File: config.mk
export PLATFORM = sky130hd
export DESIGN_NAME = control_ajustes
export DESIGN_NICKNAME = d
export VERILOG_FILES = /design/src/rtl/control_ajustes.sv
export SDC_FILE = /design/constraint.sdc
export NUM_CORES = 1
export LEC_CHECK = 0
export BUFFER_PORTS_ARGS = -buffer_cell sky130_fd_sc_hd__buf_2
export CAP_MARGIN = 10
export CORE_MARGIN = 4
export CORE_UTILIZATION = 40
export CTS_CLUSTER_SIZE = 12
export DETAILED_ROUTE_END_ITERATION = 10
export GPL_TIMING_DRIVEN = 0
export PLACE_DENSITY_LB_ADDON = 0.12
export RECOVER_POWER = 50
export SLEW_MARGIN = 0
export SYNTH_ARGS = -nofsm -noshare
export SYNTH_HDL_FRONTEND = slang
export SYNTH_SLANG_ARGS = --single-unit
File: constraint.sdc
create_clock -name CLK -period 2.55 [get_ports CLK]
set_input_delay 0.255 -clock CLK [delete_from_list [all_inputs] [get_ports CLK]]
set_output_delay 0.255 -clock CLK [all_outputs]
set_load 0.005 [all_outputs]
File: src/rtl/control_ajustes.sv
// Settings controller: brightness/threshold/invert shadow registers with frame-synchronous load.
// Optional auto-repeat on held buttons is enabled by defining AUTO_REPEAT_EN.
module control_ajustes #(
  parameter int unsigned STEP_BRILLO = 8,
  parameter int unsigned STEP_UMBRAL = 4,
  parameter int unsigned UMBRAL_INIT = 128,
  parameter int unsigned REPEAT_DLY  = 25_000_000,
  parameter int unsigned REPEAT_RATE = 5_000_000
) (
  input  logic              CLK,
  input  logic              RST_N,
  input  logic [2:0]        BOTON_SEL,
  input  logic              FRAME_SYNC,
  output logic signed [8:0] BRILLO,
  output logic [7:0]        UMBRAL,
  output logic              INVERTIR_ON,
  output logic              CAMBIO
);

  localparam logic [1:0] IDLE   = 2'd0;
  localparam logic [1:0] APLICA = 2'd1;
  localparam logic [1:0] ESPERA = 2'd2;
`ifdef AUTO_REPEAT_EN
  localparam logic [1:0]  REPITE    = 2'd3;
  localparam logic [31:0] DLY_LAST  = 32'(REPEAT_DLY - 1);
  localparam logic [31:0] RATE_LAST = 32'(REPEAT_RATE - 1);
`endif

  localparam logic signed [9:0] STEP_B = 10'(STEP_BRILLO);
  localparam logic [8:0]        STEP_U = 9'(STEP_UMBRAL);
  localparam logic [7:0]        U_INIT = 8'(UMBRAL_INIT);

  logic [2:0]        code_p0;
  logic [2:0]        act_code;
  logic [1:0]        state;
  logic [1:0]        state_nxt;
  logic              do_act;
  logic signed [8:0] sh_brillo;
  logic [7:0]        sh_umbral;
  logic              sh_inv;
  logic signed [9:0] br_ext;
`ifdef AUTO_REPEAT_EN
  logic [31:0]       cnt;
  logic              cnt_clr;
`endif

  function automatic logic signed [8:0] sat_brillo(input logic signed [9:0] v);
    if (v > 10'sd127)
      sat_brillo = 9'sd127;
    else if (v < -10'sd128)
      sat_brillo = -9'sd128;
    else
      sat_brillo = $signed(v[8:0]);
  endfunction

  // A carry or borrow into bit 8 marks the out-of-range case.
  function automatic logic [7:0] sat_umbral(input logic [7:0] u, input logic up);
    logic [8:0] t;
    if (up) begin
      t = {1'b0, u} + STEP_U;
      sat_umbral = t[8] ? 8'hFF : t[7:0];
    end else begin
      t = {1'b0, u} - STEP_U;
      sat_umbral = t[8] ? 8'h00 : t[7:0];
    end
  endfunction

  assign br_ext = {sh_brillo[8], sh_brillo};

  always_comb begin
    state_nxt = state;
    do_act    = 1'b0;
`ifdef AUTO_REPEAT_EN
    cnt_clr   = 1'b0;
`endif
    case (state)
      IDLE: begin
        if (code_p0 != 3'd0) begin
          state_nxt = APLICA;
          do_act    = 1'b1;
        end
      end
      APLICA: begin
        if (code_p0 == 3'd0)
          state_nxt = IDLE;
        else begin
          state_nxt = ESPERA;
`ifdef AUTO_REPEAT_EN
          cnt_clr   = 1'b1;
`endif
        end
      end
      ESPERA: begin
        if (code_p0 == 3'd0)
          state_nxt = IDLE;
        else if (code_p0 != act_code) begin
          state_nxt = APLICA;
          do_act    = 1'b1;
        end
`ifdef AUTO_REPEAT_EN
        // Entering REPITE is itself the first auto-repeat action.
        else if (cnt == DLY_LAST && code_p0 != 3'd5) begin
          state_nxt = REPITE;
          do_act    = 1'b1;
          cnt_clr   = 1'b1;
        end
`endif
      end
`ifdef AUTO_REPEAT_EN
      REPITE: begin
        if (code_p0 == 3'd0)
          state_nxt = IDLE;
        else if (code_p0 != act_code) begin
          state_nxt = APLICA;
          do_act    = 1'b1;
        end else if (cnt == RATE_LAST) begin
          do_act  = 1'b1;
          cnt_clr = 1'b1;
        end
      end
`endif
      default: state_nxt = IDLE;
    endcase
  end

  always_ff @(posedge CLK) begin
    if (!RST_N) begin
      code_p0     <= 3'd0;
      act_code    <= 3'd0;
      state       <= IDLE;
`ifdef AUTO_REPEAT_EN
      cnt         <= '0;
`endif
      sh_brillo   <= '0;
      sh_umbral   <= U_INIT;
      sh_inv      <= 1'b0;
      BRILLO      <= '0;
      UMBRAL      <= U_INIT;
      INVERTIR_ON <= 1'b0;
      CAMBIO      <= 1'b0;
    end else begin
      // Stage p0: button code capture; codes 6 and 7 fold to "none".
      code_p0 <= (BOTON_SEL > 3'd5) ? 3'd0 : BOTON_SEL;
      state   <= state_nxt;
      if (state_nxt == APLICA)
        act_code <= code_p0;
`ifdef AUTO_REPEAT_EN
      cnt <= cnt_clr ? '0 : cnt + 32'd1;
`endif
      if (do_act) begin
        case (code_p0)
          3'd1:    sh_brillo <= sat_brillo(br_ext + STEP_B);
          3'd2:    sh_brillo <= sat_brillo(br_ext - STEP_B);
          3'd3:    sh_umbral <= sat_umbral(sh_umbral, 1'b1);
          3'd4:    sh_umbral <= sat_umbral(sh_umbral, 1'b0);
          3'd5:    sh_inv    <= ~sh_inv;
          default: ;
        endcase
      end
      // Active outputs take the shadow as it stood before this edge.
      CAMBIO <= 1'b0;
      if (FRAME_SYNC) begin
        BRILLO      <= sh_brillo;
        UMBRAL      <= sh_umbral;
        INVERTIR_ON <= sh_inv;
        CAMBIO      <= (BRILLO != sh_brillo) || (UMBRAL != sh_umbral) ||
                       (INVERTIR_ON != sh_inv);
      end
    end
  end

endmodule

; Word-level counts from Yosys, hierarchy flattened
; Cells that the tools add are included.
[totals]
register_bits = 45
in_bits = 6
output_inout_bits = 19
word_cells = 62
[op_classes]
n_addsub = 4
magnitude_cmp = 5
eq_ne = 12
muxes = 17
n_bitwise = 2
n_reduce_logical = 12
[ops]
columns = operator, n
row1 = $mux 9, 4
row2 = $gt 10x8->1 const B, 2
row3 = $lt 10x8->1 const B, 2
row4 = $pmux 9 s2, 1
row5 = $mux 8, 2
row6 = $pmux 8 s2, 1
row7 = $add 9x5->10 const B, 1
row8 = $sub 9x5->10 const B, 1
row9 = $add 8x3->9 const B, 1
row10 = $ne 9x9->1, 1
row11 = $sub 8x3->9 const B, 1
row12 = $mux 2, 4
row13 = $ne 8x8->1, 1
row14 = $reduce_and 2->1, 4
row15 = $eq 3x2->1 const B, 2
row16 = $eq 3x3->1 const B, 2
row17 = $pmux 2 s3, 1
row18 = $eq 2x1->1 const B, 2
row19 = $reduce_bool 2->1, 2
row20 = $eq 3x1->1 const B, 1
row21 = $gt 3x3->1 const B, 1
row22 = $logic_not 3->1, 1
row23 = $mux 1, 3
row24 = $ne 3x3->1, 1
row25 = 8 further kinds, 10

; Logic depth before layout (Yosys ltp)
[logic_depth]
word_depth = 5
mapped_depth = 8
depth_no_buf = 7

; Least setup slack after synthesis
; OpenSTA, ideal clock, no wires.
[synth_timing]
kind = reg2reg
from = register sh_brillo[3]
to = register sh_brillo[3]
setup_ns = 0.119
arrival_ns = 1.784
required_ns = 2.431
slack_ns = 0.648
stages_incl_launch_ff = 8
n_path_buf = 1
synth_period_minus_slack_ns = 1.902
path_cell_list = dfxtp_1 clkbuf_1 inv_1 ha_1 or3b_4 a31o_2 a21bo_4 o221a_1
[synth_via]
elab_chain_cells = 5
word_cells_on_any_way = 11
classes_between = add/sub: 2 / order compare: 4 / mux: 5
[synth_lines]
columns = item, line
row1 = start: declaration, 38  ; logic signed [8:0] sh_brillo;
row2 = start signal: assignment, 152  ; 3'd1: sh_brillo <= sat_brillo(br_ext + STEP_B);
row3 = start signal: assignment, 153  ; 3'd2: sh_brillo <= sat_brillo(br_ext - STEP_B);
row4 = $sub 9x5->10 / $add 9x5->10 (equally long branches), "153, 152"
row5 = $lt 10x8->1, 50  ; else if (v < -10'sd128)
row6 = $mux 9, 50
row7 = $mux 9, 48  ; if (v > 10'sd127)
row8 = $pmux 9 s2 *, 151  ; case (code_p0)
; Mark *: on every way between the ends. The rest lies on a longest branch, timed or not.
; A chain may end at the register's enable or synchronous reset.

; Final worst setup path
[layout_timing]
from = register sh_brillo[3]
to = register sh_brillo[5]
; Same word-level chain as after synthesis.

==> results.yml <==
min_path:
  hold_path.class: "in -> reg"
  hold_path.startpoint: "BOTON_SEL[1]"
  cell_depth_of_the_worst_hold_path: 2
  worst_hold_path.endpoint: "code_p0[2]$_SDFF_PP0_"
place:
  detailedPlacementHpwl_um: 3780
  port_buffers: 22
  dp_worst_slack_ns: 0.359
  placement.cell_area_um2: 2480
  gp_congestion: 0.836
critical_path:
  slowest_delay_ns: 0.41
  ff2ff_setup_slack_ns: 0.33
  crit_path_start_kind: "flip-flop"
  timing_worst_setup_path_type: "reg -> reg"
  worst-endpoint-arrival_ns: 2.44
  worst_setup_path_end_kind: "flip-flop"
  critical_path.slowest_cell: "or3b_4"
  worst-endpoint-required_ns: 2.78
  worst-path-max-fanout: 10
  cp_cell_sequence: "clkbuf_1, inv_1, ha_1, or3b_4, o21ai_0, o211ai_1, o221a_2, o2bb2ai_1"
  crit-reg2reg-launch: "sh_brillo[3]$_SDFFE_PN0P_"
  critical_path.reg2reg.endpoint: "sh_brillo[5]$_SDFFE_PN0P_"
  reg2regPathDepth: 8
finish:
  nNetsFinal: 300
  layout-drive-gt1-share_pct: 14.8
  ant_cells: 0
  fin_area_um2: 2540
  fill_cells: 553
  post-route-util_pct: 46.2
  synth_to_layout_area_growth_pct: 11.4
timing:
  finalClockSkew_ns: 0.00794
  final-max-slew-violation-count: 0
  layout_worst_path_cycle_share_pct: 87.0
  period_needed_ns: 2.22
  final.setup.tns_ns: 0
  finalSetupViolations: 0
  timing_worst_slew_pin_value_ns: 0.699
  rsz0062_at_grt: "false"
  final.setup.worst_slack_ns: 0.331
  worst_hold_check_slack_ns: 0.148
  max-slew-margin-rel_pct: 53.4
  fmax_mhz: 451
  finalHoldViolCount: 0
floorplanning:
  top_level_ports: 25
  placement_rows: 27
  floorplan.die_area_um2: 6980
  die_w_um: 83.6
  core_area_um2: 5510
  die_y_um: 83.6
  floorplan.initialDensity_pct: 41.5
synthesis:
  synthTopCellsByArea: "dfxtp_1 (34%), mux2i_1 (7.0%), nor2b_1 (4.7%)"
  post_synth_inst_count: 261
  net_count_after_synthesis: 271
  synth.yosys.warnings: 0
  ys_async_rst_share_pct: 0
  synth_enable_flop_cells: 0
  synth.cells.most_frequent: "dfxtp_1 (39), nor2b_1 (17), o21ai_0 (17)"
  syn_avg_cell_area_um2: 8.75
  yosys.cell_count.top_type: "dfxtp_1"
  yosys_most_used_dff: "dfxtp_1"
  synthDistinctLibCells: 57
  synth.ff_latch_count: 39
  syn-cell-area_um2: 2280
  synth_area_leader_cell: "dfxtp_1"
  fraction_of_post_synthesis_cell_area_in_the_top_cell_type_by_area_pct: 34.2
  yosysSeqAreaShare_pct: 34.2
clock_tree:
  htree_levels: 2
  cts_inserted_buffers: 5
  clock_sink_count: 39
  postCtsHoldBufs: 0
  ctsRootBufferMaster: "clkbuf_8"
  cts_resized: 0
  post_cts_buffers: 0
  clkSlewWorstSetupHoldPaths_ns: 0.08
  cts_max_path_buffers: 2
  cts_tree: "built"
  worst_skew_pair.late_latency_ns: 0.29
power:
  cell_internal_pwr_w: 0.000961
  power_switching_w: 0.000406
  leakage_power_summed_over_all_cells_nw: 1.06
  power_density_nw_per_um2: 537
  power.switching_fraction_pct: 29.7
  comb_power_share_pct: 21.5
  share_clk_of_total_power_pct: 30.1
  pwr-share-seq_pct: 48.4
  irDropWorstVdd_mv: 0.302
status:
  run_status: "completed"
drt:
  ant_nets: 0
  drc: 0
  post_drt_wl_per_cell_um: 14.6
  wl_um: 5290
  vias_per_cell: 5.40
  dr_total_vias: 1961
  drt_iter0_markers: 116
  drt_pre_antenna_iters: 4
global_routing:
  antenna_violations_before_repair: 0
  grt_use_total_pct: 16.0
  wire_length_of_the_first_global_routing_pass_um: 9320
  first_global_vias: 1886
  grt_start_max_net_pins: 12
  overflow: 0
flow_run:
  cap_viol_max_count: 0
[final cells by class]
cell class	instances	area, µm²	share of cell area [%]
clock inverters	1	5.00	0.197
repair buffers	22	104	4.08
multi-input cells	190	1340	52.6
flip-flops and latches	39	781	30.7
well taps	72	90.1	3.54
clock buffers	7	76.3	3.00
plain buffers	23	116	4.57
inverters	9	33.8	1.33
[worst max-delay path by stage]
stage                                           end                 startpoint
after floorplan           sh_brillo[3]$_SDFFE_PN0P_  sh_brillo[3]$_SDFFE_PN0P_
after global placement    sh_brillo[5]$_SDFFE_PN0P_  sh_brillo[3]$_SDFFE_PN0P_
after global routing      sh_brillo[5]$_SDFFE_PN0P_  sh_brillo[3]$_SDFFE_PN0P_
after CTS                 sh_brillo[5]$_SDFFE_PN0P_  sh_brillo[3]$_SDFFE_PN0P_
after detailed placement  sh_brillo[5]$_SDFFE_PN0P_  sh_brillo[3]$_SDFFE_PN0P_
final                     sh_brillo[5]$_SDFFE_PN0P_  sh_brillo[3]$_SDFFE_PN0P_
[cells by family (layout without fill, tap and decap cells)]
group | count (synthesis) | in the layout | synth area share (%)
DFF | 39 | 39 | 34.2
xor gates and xnor gates | 22 | 22 | 8.43
and+or+nand+nor | 82 | 82 | 20.9
buffers and inverters | 32 | 62 | 6.74
muxes | 16 | 16 | 7.01
adders and majority gates | 4 | 4 | 2.19
AOI/OAI and AO/OA | 66 | 66 | 20.6
[layer usage]
| metal | routed length (µm) | vias to the layer above | track usage, % |
|---|---|---|---|
| met3 | 204 | 5 | 3.65 |
| met2 | 2460 | 39 | 26.0 |
| met5 | 0 | - | 0 |
| met4 | 59 | 0 | 3.51 |
| met1 | 2570 | 934 | 21.6 |
| li1 | - | 983 | - |
[registers in the layout, indices dropped and copies added, names as in the netlist]
| name | count |
|---|---|
| BRILLO | 7 |
| UMBRAL | 7 |
| sh_brillo | 7 |
| sh_umbral | 7 |
| act_code | 3 |
| code_p0 | 3 |
| state | 2 |
| CAMBIO | 1 |
| INVERTIR_ON | 1 |
| sh_inv | 1 |
[power by group through the flow]
stage	logic, W	clock network [W]	registers [W]
floorplan	0.000232	0	0.000672
global placement	0.000297	0	0.000676
detailed placement	0.000297	0	0.000676
CTS	0.000299	0.000428	0.000662
global route	0.000332	0.000450	0.000666
finish	0.000294	0.000411	0.000661
[critical path: cells and delay by family, from the launching register on]
| kind | cells | cell delay (ns) |
|---|---|---|
| AOI/OAI and AO/OA | 4 | 0.84 |
| buffers and inverters | 2 | 0.38 |
| adders and majority gates | 1 | 0.19 |
| DFF | 1 | 0.34 |
| and+or+nand+nor | 1 | 0.41 |
[placed cells by master (no fill, tap or decap), types with 2 or more instances in the layout]
cell and count:
o21a_1 4, nand3_1 2, dfxtp_1 39, o21ai_0 17
nor2b_1 17, o211ai_1 2, and3_1 3, buf_2 21
a22oi_1 2, ha_1 4, nor3b_1 2, inv_1 9
nor2_1 12, or3b_4 2, o221a_1 3, or3_1 3
nand4_1 6, clkbuf_8 6, a21boi_0 2, mux2i_1 16
nor4_1 3, and2_1 3, a21oi_1 10, xor2_1 12
clkbuf_1 21, nand2_1 16, xnor2_1 10, nor3_1 3
buf_4 4, a31oi_1 6, a211oi_1 4
[through the flow]
| stage | power (W) | instances |
|---|---|---|
| finish | 0.00137 | 363 |
| global route | 0.00145 | 363 |
| CTS | 0.00139 | 363 |
| detailed placement | 0.000973 | 355 |
| global placement | 0.000973 | 355 |
| floorplan | 0.000903 | 261 |
No activity file was read; power rests on OpenSTA's default activity.
